==> config.mk <==
export PLATFORM = sky130hd
export DESIGN_NAME = microcode_sequencer
export DESIGN_NICKNAME = d
export VERILOG_FILES = /design/src/rtl/microcode_sequencer.sv
export SDC_FILE = /design/constraint.sdc
export NUM_CORES = 1
export LEC_CHECK = 0
export BUFFER_PORTS_ARGS = -buffer_cell sky130_fd_sc_hd__buf_4
export CAP_MARGIN = 20
export CORE_MARGIN = 5
export CORE_UTILIZATION = 40
export DETAILED_ROUTE_END_ITERATION = 6
export GPL_TIMING_DRIVEN = 0
export PLACE_DENSITY = 0.73
export SLEW_MARGIN = 15
export SYNTH_ARGS = -nofsm -noshare
export SYNTH_HDL_FRONTEND = slang
export SYNTH_SLANG_ARGS = --single-unit
==> constraint.sdc <==
create_clock -name clk -period 4.3 [get_ports clk]
set_clock_uncertainty 0.1 [all_clocks]
set_input_delay 0.86 -clock clk [delete_from_list [all_inputs] [get_ports clk]]
set_output_delay 0.86 -clock clk [all_outputs]
set_load 0.005 [all_outputs]
==> src/rtl/microcode_sequencer.sv <==
// microcode_sequencer: walks one instruction's micro-op list, issuing a FETCH then a
// WRITE clock per micro-op, and pads the instruction out to a fixed clock budget.
module microcode_sequencer #(
    parameter int unsigned UC_ADDR_W    = 8,
    parameter int unsigned REG_W        = 5,
    parameter int unsigned SHORT_CLOCKS = 5,
    parameter int unsigned LONG_CLOCKS  = 7,
    parameter int unsigned NOP_SEL      = 0
) (
    input  logic                 clk,
    input  logic                 reset_n,
    input  logic                 pause,
    input  logic                 instr_valid,
    output logic                 instr_ready,
    input  logic [UC_ADDR_W-1:0] instr_uc_addr,
    input  logic                 instr_long,
    output logic [UC_ADDR_W-1:0] uc_addr,
    input  logic [2*REG_W+2:0]   uc_data,
    output logic [1:0]           current_cycle,
    output logic [REG_W-1:0]     bus_input_selector,
    output logic [REG_W-1:0]     bus_output_selector,
    output logic [1:0]           increment_selector,
    output logic                 instr_done,
    output logic                 uc_error
);

    // Wide enough for count+1+2 at the long budget without overflow.
    localparam int unsigned CNT_W = $clog2(LONG_CLOCKS + 3);

    typedef enum logic [1:0] {
        S_IDLE  = 2'd0,
        S_FETCH = 2'd1,
        S_WRITE = 2'd2,
        S_PAD   = 2'd3
    } state_e;

    typedef enum logic [1:0] {
        CYC_NONE      = 2'd0,
        CYC_REG_FETCH = 2'd1,
        CYC_REG_WRITE = 2'd2
    } cycle_e;

    state_e               state, state_nxt;
    cycle_e               cyc;
    logic [UC_ADDR_W-1:0] uc_pc, pc_nxt;
    logic [CNT_W-1:0]     count, count_nxt, cnt_inc;
    logic [CNT_W-1:0]     budget, budget_nxt;
    logic                 err_set;
    logic                 ready_en;

    // Micro-op word fields
    logic [REG_W-1:0] f_in, f_out;
    logic [1:0]       f_inc;
    logic             f_last;

    assign f_in   = uc_data[REG_W-1:0];
    assign f_out  = uc_data[2*REG_W-1:REG_W];
    assign f_inc  = uc_data[2*REG_W+1:2*REG_W];
    assign f_last = uc_data[2*REG_W+2];

    assign cnt_inc       = count + CNT_W'(1);
    assign uc_addr       = uc_pc;
    assign current_cycle = cyc;

    // Holds instr_ready low until the first clock after reset release.
    always_ff @(posedge clk or negedge reset_n) begin
        if (!reset_n) ready_en <= 1'b0;
        else          ready_en <= 1'b1;
    end

    // State, program counter, clock counter, budget and sticky error registers.
    always_ff @(posedge clk or negedge reset_n) begin
        if (!reset_n) begin
            state    <= S_IDLE;
            uc_pc    <= '0;
            count    <= '0;
            budget   <= CNT_W'(SHORT_CLOCKS);
            uc_error <= 1'b0;
        end else begin
            state  <= state_nxt;
            uc_pc  <= pc_nxt;
            count  <= count_nxt;
            budget <= budget_nxt;
            if (err_set) uc_error <= 1'b1;
        end
    end

    // Next-state and register-stage outputs; pause holds everything and idles outputs.
    always_comb begin
        state_nxt           = state;
        pc_nxt              = uc_pc;
        count_nxt           = count;
        budget_nxt          = budget;
        err_set             = 1'b0;
        instr_ready         = 1'b0;
        instr_done          = 1'b0;
        cyc                 = CYC_NONE;
        bus_input_selector  = '0;
        bus_output_selector = REG_W'(NOP_SEL);
        increment_selector  = 2'd0;

        if (!pause) begin
            case (state)
                S_IDLE: begin
                    instr_ready = ready_en;
                    if (instr_valid && ready_en) begin
                        pc_nxt     = instr_uc_addr;
                        count_nxt  = CNT_W'(1);
                        budget_nxt = instr_long ? CNT_W'(LONG_CLOCKS) : CNT_W'(SHORT_CLOCKS);
                        state_nxt  = S_FETCH;
                    end
                end
                S_FETCH: begin
                    cyc                 = CYC_REG_FETCH;
                    bus_input_selector  = f_in;
                    bus_output_selector = f_out;
                    count_nxt           = cnt_inc;
                    state_nxt           = S_WRITE;
                end
                S_WRITE: begin
                    cyc                 = CYC_REG_WRITE;
                    bus_input_selector  = f_in;
                    bus_output_selector = f_out;
                    increment_selector  = f_inc;
                    count_nxt           = cnt_inc;
                    if (f_last) begin
                        if (cnt_inc >= budget) begin
                            instr_done = 1'b1;
                            state_nxt  = S_IDLE;
                        end else begin
                            state_nxt  = S_PAD;
                        end
                    end else if (cnt_inc + CNT_W'(2) <= budget) begin
                        pc_nxt    = uc_pc + 1'b1;
                        state_nxt = S_FETCH;
                    end else begin
                        err_set    = 1'b1;
                        instr_done = 1'b1;
                        state_nxt  = S_IDLE;
                    end
                end
                S_PAD: begin
                    count_nxt = cnt_inc;
                    if (cnt_inc >= budget) begin
                        instr_done = 1'b1;
                        state_nxt  = S_IDLE;
                    end
                end
                default: state_nxt = S_IDLE;
            endcase
        end
    end

endmodule

Word level (Yosys, flattened, before mapping)
Index checks and enable logic that the tools add are counted. W data, S select, Z words.

Input bits: 26. Output and inout bits: 25. Register bits: 20. Word-level logic and storage cells: 59.

Bitwise gates (word level): 1. Add/subtract/negate cells: 3. Reduce and logical (&&, ||, !) cells: 9. Magnitude comparators: 2. Equal/unequal tests: 7. Mux-type cells: 31.

Operators by type and width (count): $mux W8 (3); $mux W5 (4); $mux W2 (8); $pmux W8 S2 (1); $mux W1 (10); $add A8 B1 Y8 const B (1); $ne A2 B2 Y1 const B (4); $pmux W2 S4 (1); $pmux W4 S2 (1); $reduce_and A3 Y1 (2); $reduce_and A5 Y1 (1); $add A4 B1 Y4 const B (1); $add A4 B2 Y4 const B (1); $eq A2 B2 Y1 const B (2); $ge A4 B4 Y1 (1); $le A4 B4 Y1 (1); $mux W4 (1); $pmux W2 S2 (1); $reduce_or A3 Y1 (1); $eq A2 B1 Y1 const B (1); $logic_not A2 Y1 (1); $pmux W1 S2 (1); $reduce_and A2 Y1 (1); $reduce_bool A2 Y1 (1); other kinds (3) (3).

Logic depth before layout (Yosys ltp)
Gate-level depths: netlist (run 1).

Word-level depth: 7. Mapped depth: 9. Mapped depth without buffers: 8.

Worst setup path after synthesis (run 1)
Ideal clock, no wire load.

Path kind: register to output. From: register count[0]. To: output port instr_done. Stages on the path, launching flop included: 8. Setup slack: 1.489 ns. Data required time: 3.340 ns. Buffers on the path: 0. Data arrival time: 1.851 ns. Cells stage by stage: dfrtp_1 > ha_1 > and2b_2 > a2111oi_1 > or4_4 > nand2_4 > o21ai_0 > nor2b_1.

Longest elaborated chain between the ends: 7. Elaborated cells between the ends (all ways): 9. Those cells by class: add/sub (2); order compare (2); mux (5).

Ends and longest elaborated chain: from (decl) (line 46) `logic [CNT_W-1:0] count, count_nxt, cnt_inc;`; from (signal assigned) (line 82) `count <= count_nxt;`; $add A4 B1 Y4 * (line 61) `assign cnt_inc = count + CNT_W'(1);`; $add A4 B2 Y4 (line 133) `end else if (cnt_inc + CNT_W'(2) <= budget) begin`; $le A4 B4 Y1 (line 133); $mux W1 (line 133); $mux W1 (line 126) `if (f_last) begin`; $pmux W1 S2 * (line 103) `case (state)`; $mux W1 * (line 102) `if (!pause) begin`; to (decl) (line 23) `output logic instr_done,`.

Every way passes the cells marked *; elsewhere a longest branch is shown, timed or not.

Worst setup path after layout (run 1)
Ends and elaborated chain as after synthesis.

==> results of run 1 <==
-- area by class of cell --
cell class / instances / share of cell area, %
clock buffers: 3 / 2.09
repair buffers: 50 / 19.0
well taps: 48 / 3.04
flip-flops and latches: 17 / 21.5
multi-input cells: 143 / 47.6
inverters: 7 / 1.33
plain buffers: 10 / 5.19
clock inverters: 1 / 0.253
-- cells by family (layout without fill, tap and decap cells) --
logic type      count (synthesis)  after routing  share of synthesized area (%)
flops                          17             17                           28.4
compound gates                 49             49                           22.5
xor+xnor                        3              3                           1.76
simple gates                   80             80                           30.7
other cells                     1              1                          0.251
buf+inv                        17             71                           8.61
mux                             4              4                           2.76
fa+ha+maj                       6              6                           5.02
-- worst paths after layout --
kind,to,slack (ns),cells past startpoint
setup / recovery,instr_done,0.93,8
hold / removal,uc_addr[4],0.35,1
setup reg to reg,uc_addr[4],1.89,7
hold reg to reg,uc_error,0.36,1
max in group asynchronous,ready_en,3.55,1
min in group clk,uc_error,0.36,1
-- metal layers --
layer	vias up	track usage, %	wire length [um]
li1	739	-	-
met1	698	20.4	1800
met2	21	26.0	1950
met3	2	3.27	96
met4	0	4.80	36
met5	-	0	0
-- report_power, final --
part	internal [mW]	switching, mW	total, mW
Clock	0.0644	0.0594	0.124
Sequential	0.234	0.0861	0.320
Combinational	0.488	0.471	0.959
-- flip-flops by register name (all words and copies together) (netlist names) --
| name | cells |
|---|---|
| budget | 1 |
| count | 4 |
| ready_en | 1 |
| state | 2 |
| uc_addr | 8 |
| uc_error | 1 |
-- placed cells by master, fill, tap and decap left out, types with 7 or more instances in the layout --
cell      n
nand2_1  13
dfrtp_1  17
inv_1     7
a21oi_1  12
and2_1   13
nand3_1   9
buf_4    50
nor2_1   11
-- per-stage QoR --
stage	worst slack [ns]	utilization [%]	instances
after global placement	1.17	53.2	275
after floorplan	1.49	-	177
after CTS	0.907	54.4	279
final	0.934	54.4	279
after detailed placement	1.24	53.2	275
after global routing	0.709	54.4	279
-- worst max-delay path: stages, from the launching register on --
cell       delay, ns
dfrtp_1         0.40
ha_1            0.40
and2b_2         0.23
a2111oi_1       0.36
or4_4           0.22
nand2_4         0.07
o21ai_0         0.18
nor2b_1         0.15
buf_4           0.12
==> flow_summary.json, run 1 <==
{
  "cts_tree": "yes",
  "syn_to_final_growth_pct": 32.2,
  "yosysTopAreaCell": "dfrtp_1",
  "netlist_instances": 177,
  "cp.required_ns": 3.34,
  "hold_buffers": 0,
  "post-dp-hpwl_um": 2970,
  "numCtsBuffers": 3,
  "yosys_register_bits": 17,
  "syn_area_per_cell_sq_um": 8.45,
  "dieArea_sq_um": 5060,
  "endpoint_kind": "output port",
  "worst_pin_slew_ns": 0.556,
  "start_util_pct": 41.2,
  "holdWs_ns": 0.354,
  "tns_ns": 0,
  "p_per_area_nw_per_um2": 709,
  "clk_latency_ns": 0.26,
  "antenna_found_initial": 0,
  "critPathMaxFanout": 8,
  "fillers": 382,
  "yosys-top-cells-area": "dfrtp_1, and2_1, ha_1",
  "dieWidth_um": 71.2,
  "via_per_inst": 5.23,
  "placed_cell_area_sq_um": 1930,
  "synth-edff-count": 0,
  "gp_congestion": 0.821,
  "grt_pass1_vias": 1387,
  "wl_um": 3880,
  "total_power_mw": 1.40,
  "finalInstanceArea_sq_um": 1980,
  "ys_seq_area_share_pct": 28.4,
  "clkTransAtPathRegs_ns": 0.07,
  "period_needed_ns": 3.37,
  "place.port_buffers": 50,
  "drt-pass1-iter-count": 4,
  "synthFlopType": "dfrtp_1",
  "multi_input_area_sq_um": 942,
  "final.period_utilization_pct": 78.3,
  "leakage_nw": 0.899,
  "cts_setup_buffers": 0,
  "clockBufferDepth": 2,
  "wl_per_cell_um": 13.9,
  "setup_viol": 0,
  "maxSlewViolCount": 0,
  "num_io_pins": 51,
  "critPathLaunchType": "flip-flop",
  "syn_nets": 209,
  "clock-sinks": 17,
  "async_reset_ff_share_pct": 100,
  "route.detailed.drc": 0,
  "relSlewSlack_pct": 63.0,
  "drive_gt1_share_pct": 34.2,
  "cts_root_buf": "clkbuf_8",
  "synth_top_area_share_pct": 28.4,
  "rsz0062_at_grt": "no",
  "post_cts_resized": 0,
  "vias": 1460,
  "yosysMostFrequentCell": "dfrtp_1",
  "seqCellArea_sq_um": 425,
  "grt_overflow_total": 0,
  "ctsHtreeMaxLevel": 1,
  "critPathKind": "reg2out",
  "critPathLaunch": "count[0]",
  "r2r-start": "count[0]",
  "synth_warnings": 0,
  "synth_commonest_cells": "dfrtp_1, and2_1, nand2_1",
  "grt_max_degree": 18,
  "status": "completed",
  "drt_iter0_markers": 118,
  "drv_cap": 0,
  "grtUsageTotal_pct": 15.7,
  "core_area_sq_um": 3630,
  "nNetsFinal": 264,
  "postRouteAntennaNets": 0,
  "finalHoldViolations": 0,
  "rows": 22,
  "ir_drop_mv": 0.481,
  "ys_types": 50,
  "diodes": 0,
  "synth_area_sq_um": 1500,
  "grt_pass1_wl_um": 6490,
  "hold_path_class": "in2async",
  "dieHeight_um": 71.2,
  "fmax_ghz": 0.297,
  "critPathArrivalTime_ns": 2.41
}
(Power assumes the default switching activity.)
==> run 2: changes to the inputs <==
--- a/config.mk
+++ b/config.mk
@@ -5,13 +5,14 @@
 export SDC_FILE = /design/constraint.sdc
 export NUM_CORES = 1
 export LEC_CHECK = 0
+export ABC_AREA = 1
 export BUFFER_PORTS_ARGS = -buffer_cell sky130_fd_sc_hd__buf_4
 export CAP_MARGIN = 20
 export CORE_MARGIN = 5
 export CORE_UTILIZATION = 40
 export DETAILED_ROUTE_END_ITERATION = 6
 export GPL_TIMING_DRIVEN = 0
-export PLACE_DENSITY = 0.73
+export PLACE_DENSITY = 0.77
 export SLEW_MARGIN = 15
 export SYNTH_ARGS = -nofsm -noshare
 export SYNTH_HDL_FRONTEND = slang
==> constraint.sdc (replaced) <==
create_clock -name clk -period 2.76 [get_ports clk]
set_clock_uncertainty 0.1 [all_clocks]
set_input_delay 0.552 -clock clk [delete_from_list [all_inputs] [get_ports clk]]
set_output_delay 0.552 -clock clk [all_outputs]
set_load 0.005 [all_outputs]
==> flow_summary.json, run 2 <==
{
  "via_per_inst": 4.75,
  "yosysTopAreaCell": "dfrtp_1",
  "critPathArrivalTime_ns": 1.91,
  "leakage_nw": 0.916,
  "wl_met1_um": 1400,
  "maxSlewViolCount": 0,
  "seqCellArea_sq_um": 428,
  "setup_viol": 0,
  "switching_share_pct": 48.0,
  "grtUsageTotal_pct": 14.9,
  "numCtsBuffers": 3,
  "clockBufferDepth": 2,
  "nNetsFinal": 272,
  "critPathLaunchType": "flip-flop",
  "multi_input_area_sq_um": 786,
  "tns_ns": 0,
  "p_clk_share_pct": 7.6,
  "hold_path_class": "in2async",
  "holdWs_ns": 0.00165,
  "dieWidth_um": 67.6,
  "status": "completed",
  "final_util_pct": 57.7,
  "synth_commonest_cells": "nand2_1, nor2_1, dfrtp_1, inv_1, nand3_1",
  "grt_max_degree": 18,
  "cts_tree": "yes",
  "synthFlopType": "dfrtp_1",
  "synth_top_area_share_pct": 32.1,
  "period_needed_ns": 2.56,
  "seqPwrFrac_pct": 27.6,
  "p_per_area_nw_per_um2": 1020,
  "fillers": 306,
  "r2r-start": "state[0]",
  "critPathKind": "reg2out",
  "postRouteAntennaNets": 0,
  "clock-sinks": 17,
  "netlist_instances": 186,
  "cp.required_ns": 2.11,
  "yosys-top-cells-area": "dfrtp_1, nand2_1, nor2_1",
  "drv_cap": 0,
  "endpoint_kind": "output port",
  "synth_area_sq_um": 1330,
  "final_common_cell": "nand2_1",
  "p_comb_share_pct": 64.9,
  "yosys_register_bits": 17,
  "async_reset_ff_share_pct": 100,
  "antenna_found_initial": 0,
  "clkTransAtPathRegs_ns": 0.10,
  "hold_buffers": 0,
  "crit_path_cell_trace": "ha_4 > inv_1 > o21ai_0 > nand2_1 > nand2_1 > nand2_2 > nand2_1 > nand2_1 > nand3_1 > nand2_1 > buf_4",
  "final.period_utilization_pct": 92.9,
  "finalWorstSetupSlack_ns": 0.197,
  "preCtsSetupSlack_ns": 0.452,
  "ir_drop_mv": 0.369,
  "yosysMostFrequentCell": "nand2_1",
  "synth-edff-count": 0,
  "drt-pass1-iter-count": 6,
  "num_io_pins": 51,
  "vias": 1343,
  "syn_area_per_cell_sq_um": 7.12,
  "layout_common_cells": "nand2_1, buf_4, nor2_1",
  "timing.reg2reg.setup_slack_ns": 0.75,
  "post_cts_resized": 0,
  "drive_gt1_share_pct": 32.2,
  "worst_path_largest_cell_delay_ns": 0.48,
  "worstRegToRegCells": 11,
  "dieHeight_um": 67.6,
  "grt_pass1_vias": 1297,
  "placed_cell_area_sq_um": 1750,
  "cts_root_buf": "clkbuf_4",
  "finalHoldViolations": 0,
  "grt_overflow_total": 0,
  "wl_met3_um": 164,
  "syn_nets": 218,
  "ctsHtreeMaxLevel": 1,
  "top_layer": "met4",
  "diodes": 0,
  "grt_pass1_wl_um": 5270,
  "rows": 20,
  "drt_iter0_markers": 33,
  "gp_congestion": 0.789,
  "syn_to_final_growth_pct": 35.1,
  "wl_per_cell_um": 11.5,
  "finalInstanceArea_sq_um": 1790,
  "cts_setup_buffers": 0,
  "p_switching_mw": 0.873,
  "slowest_stage": "dfrtp_2",
  "clk_latency_ns": 0.29,
  "synth_warnings": 0,
  "rsz0062_at_grt": "no",
  "ys_seq_area_share_pct": 32.1,
  "dieArea_sq_um": 4560,
  "rr_endpoint": "uc_addr[6]",
  "wl_met2_um": 1640,
  "post-dp-hpwl_um": 2640,
  "largest_register_ffs": 8,
  "critPathMaxFanout": 7,
  "wl_um": 3250,
  "core_area_sq_um": 3100,
  "fmax_ghz": 0.390,
  "intPower_mw": 0.946,
  "place.port_buffers": 49,
  "route.detailed.drc": 0,
  "ys_types": 30,
  "path_common_cell": "nand2_1",
  "start_util_pct": 42.7
}
-- run 2: changes by cell type after synthesis, sizes merged, moves of 5 or more --
cell,previous run,this run
nand3,10,19
nand2b,5,0
nand2,14,61
and2,13,1
o21ai,6,17
nor2b,5,0
a21oi,12,1
nor2,11,24
buf,8,3
inv,7,18
-- run 2: cell type report --
type | count | share of cell area, %
tap | 44 | 3.07
multi-input combinational | 144 | 43.9
inverter | 19 | 4.26
timing repair buffer | 49 | 20.5
buffer | 6 | 2.80
sequential | 17 | 23.9
clock buffer | 3 | 1.26
clock inverter | 1 | 0.280
-- run 2: per-stage QoR --
step	cells	total power [mW]
after floorplan	186	1.27
after global placement	279	1.63
after detailed placement	279	1.66
after CTS	283	1.81
after global routing	283	2.03
final	283	1.82
-- run 2: kinds of logic (layout without fill, tap and decap cells) --
| kind of cell | count (synthesis) | in the layout | share of synthesized area [%] |
|---|---|---|---|
| xor+xnor | 4 | 4 | 2.64 |
| simple gates | 108 | 108 | 37.0 |
| fa+ha+maj | 6 | 6 | 5.67 |
| compound gates | 25 | 25 | 12.7 |
| other cells | 1 | 1 | 0.283 |
| buf+inv | 25 | 78 | 9.54 |
| flops | 17 | 17 | 32.1 |
-- run 2: layer usage --
metal	GRT usage [%]	up-vias
met3	2.50	5
met4	4.81	0
met2	27.2	42
met1	17.3	593
met5	0	-
li1	-	703
-- run 2: worst max-delay path: cells and delay by family (launching register included) --
| family | cells | cell delay, ns |
|---|---|---|
| adder cells (fa/ha/maj) | 1 | 0.30 |
| buffers and inverters | 2 | 0.18 |
| AO/OA/AOI/OAI | 1 | 0.14 |
| flip-flops | 1 | 0.48 |
| AND/OR/NAND/NOR | 7 | 0.52 |
-- run 2: power by group through the flow --
stage,Clock (mW),Sequential [mW],Combinational [mW]
final,0.137,0.501,1.18
after global placement,0,0.491,1.14
after global routing,0.152,0.525,1.35
after floorplan,0,0.475,0.795
after CTS,0.141,0.490,1.18
after detailed placement,0,0.496,1.17
-- run 2: how the worst max path moves through the flow --
stage	from	end	slack, ns	depth (start not counted)
after global placement	count[0]	instr_done	0.44	11
after detailed placement	count[0]	instr_done	0.45	11
after global routing	count[0]	instr_done	0.02	11
final	count[0]	instr_done	0.20	11
after floorplan	count[0]	instr_done	0.75	10
after CTS	count[0]	instr_done	0.11	11
==> run 3: changes to the inputs <==
--- a/config.mk
+++ b/config.mk
@@ -12,7 +12,7 @@
 export CORE_UTILIZATION = 40
 export DETAILED_ROUTE_END_ITERATION = 6
 export GPL_TIMING_DRIVEN = 0
-export PLACE_DENSITY = 0.77
+export PLACE_DENSITY = 0.74
 export SLEW_MARGIN = 15
 export SYNTH_ARGS = -nofsm -noshare
 export SYNTH_HDL_FRONTEND = slang
==> constraint.sdc (replaced) <==
create_clock -name clk -period 2.74 [get_ports clk]
set_clock_uncertainty 0.1 [all_clocks]
set_input_delay 0.548 -clock clk [delete_from_list [all_inputs] [get_ports clk]]
set_output_delay 0.548 -clock clk [all_outputs]
set_load 0.005 [all_outputs]
==> flow_summary.json, run 3 (synthesis gave the netlist of run 2 again) <==
{
  "status": "completed",
  "total_power_mw": 1.83,
  "clk_latency_ns": 0.29,
  "finalInstanceArea_sq_um": 1790,
  "largest_register_ffs": 8,
  "ctsHtreeMaxLevel": 1,
  "p_switching_mw": 0.875,
  "drv_cap": 0,
  "clkTransAtPathRegs_ns": 0.11,
  "setup_viol": 0,
  "grt_pass1_wl_um": 5350,
  "postRouteAntennaNets": 0,
  "p_per_area_nw_per_um2": 1020,
  "wl_per_cell_um": 11.3,
  "via_per_inst": 4.66,
  "grtUsageTotal_pct": 15.1,
  "critPathArrivalTime_ns": 1.93,
  "syn_to_final_growth_pct": 35.1,
  "critPathLaunchType": "flip-flop",
  "p_clk_share_pct": 7.7,
  "diodes": 0,
  "dp.cells": 279,
  "final_common_cell": "nand2_1",
  "tns_ns": 0,
  "dieArea_sq_um": 4560,
  "seqCellArea_sq_um": 428,
  "layout_common_cells": "nand2_1, buf_4, nor2_1",
  "fmax_ghz": 0.387,
  "placed_cell_area_sq_um": 1750,
  "ir_drop_mv": 0.418,
  "finalWorstSetupSlack_ns": 0.159,
  "gp_congestion": 0.777,
  "drive_gt1_share_pct": 32.2,
  "grt_pass1_vias": 1280,
  "cts_root_buf": "clkbuf_4",
  "numCtsBuffers": 3,
  "cp.required_ns": 2.09,
  "grt_overflow_total": 0,
  "drt_iter0_markers": 100,
  "intPower_mw": 0.953,
  "hold_path_class": "in2async",
  "critPathLaunch": "count[1]",
  "clock-sinks": 17,
  "drt-pass1-iter-count": 4,
  "wl_um": 3190,
  "rsz0062_at_grt": "no",
  "route.detailed.drc": 0,
  "final_cells": 283,
  "clockBufferDepth": 2,
  "r2r-start": "state[0]",
  "vias": 1319,
  "grt_max_degree": 18,
  "dieWidth_um": 67.6,
  "seqPwrFrac_pct": 27.6,
  "cts_tree": "yes",
  "endpoint_kind": "output port",
  "num_io_pins": 51,
  "leakage_nw": 0.916,
  "rows": 20,
  "hold_buffers": 0,
  "period_needed_ns": 2.58,
  "finalHoldViolations": 0,
  "core_area_sq_um": 3100,
  "dieHeight_um": 67.6,
  "multi_input_area_sq_um": 786,
  "place.port_buffers": 49,
  "final.period_utilization_pct": 94.2,
  "critPathMaxFanout": 7,
  "fillers": 305,
  "critPathKind": "reg2out",
  "preCtsSetupSlack_ns": 0.384,
  "maxSlewViolCount": 0,
  "p_comb_share_pct": 64.7,
  "antenna_found_initial": 0,
  "nNetsFinal": 272,
  "post-dp-hpwl_um": 2560,
  "start_util_pct": 42.7,
  "switching_share_pct": 47.9
}
==> run 3: cell counts in the layout (fill, tap and decap cells not counted) <==
No cell type changed its count.
==> run 3: layout make-up <==
cell class	instances	share of cell area [%]
Timing Repair Buffer	49	20.5
Multi-Input combinational cell	144	43.9
Inverter	19	4.26
Buffer	6	2.80
Sequential cell	17	23.9
Clock buffer	3	1.26
Tap cell	44	3.07
Clock inverter	1	0.280
==> run 3: repair_timing <==
| item | CTS | global route |
|---|---|---|
| setup buffers | 0 | 0 |
| resized for setup | 0 | 3 |
| setup endpoints to repair | 0 | 1 |
==> run 3: power groups by stage <==
stage	Sequential (mW)	Combinational (mW)	Clock [mW]
after floorplan	0.479	0.801	0
after global placement	0.496	1.15	0
after detailed placement	0.499	1.17	0
after CTS	0.493	1.18	0.144
after global routing	0.531	1.36	0.156
final	0.504	1.18	0.141
==> run 3: worst paths after layout <==
path                       slack [ns]  depth (start not counted)          to
hold / removal                  0.002                          1   budget[1]
setup reg to reg                 0.71                         11  uc_addr[6]
min in group clk                 0.36                          3   budget[1]
hold reg to reg                  0.39                          1    uc_error
setup / recovery                 0.16                         11  instr_done
max in group asynchronous        2.32                          1    count[0]
==> run 3: metrics by stage <==
| stage | hold slack (ns) | util [%] |
|---|---|---|
| 4_1_cts | 0.00684 | 57.2 |
| 2_1_floorplan | 0.152 | - |
| 5_1_grt | 0.00301 | 57.7 |
| 3_5_place_dp | 0.330 | 56.3 |
| 6_report | 0.00204 | 57.7 |
| 3_3_place_gp | 0.327 | 56.3 |
==> run 3: critical path, stage by stage, from the launching register on <==
cell	delay, ns
dfrtp_2	0.48
ha_4	0.31
inv_1	0.05
o21ai_0	0.17
nand2_1	0.07
nand2_1	0.09
nand2_2	0.07
nand2_1	0.08
nand2_1	0.07
nand3_1	0.07
nand2_1	0.06
buf_4	0.13
==> run 3: routing by layer <==
metal	wire length [um]	vias to the layer above	GRT usage [%]	part of all wire (%)
met3	150	2	2.00	4.7
met5	0	-	0	0
met4	34	0	5.32	1.1
li1	-	702	-	-
met1	1470	577	19.1	46
met2	1540	38	26.1	48
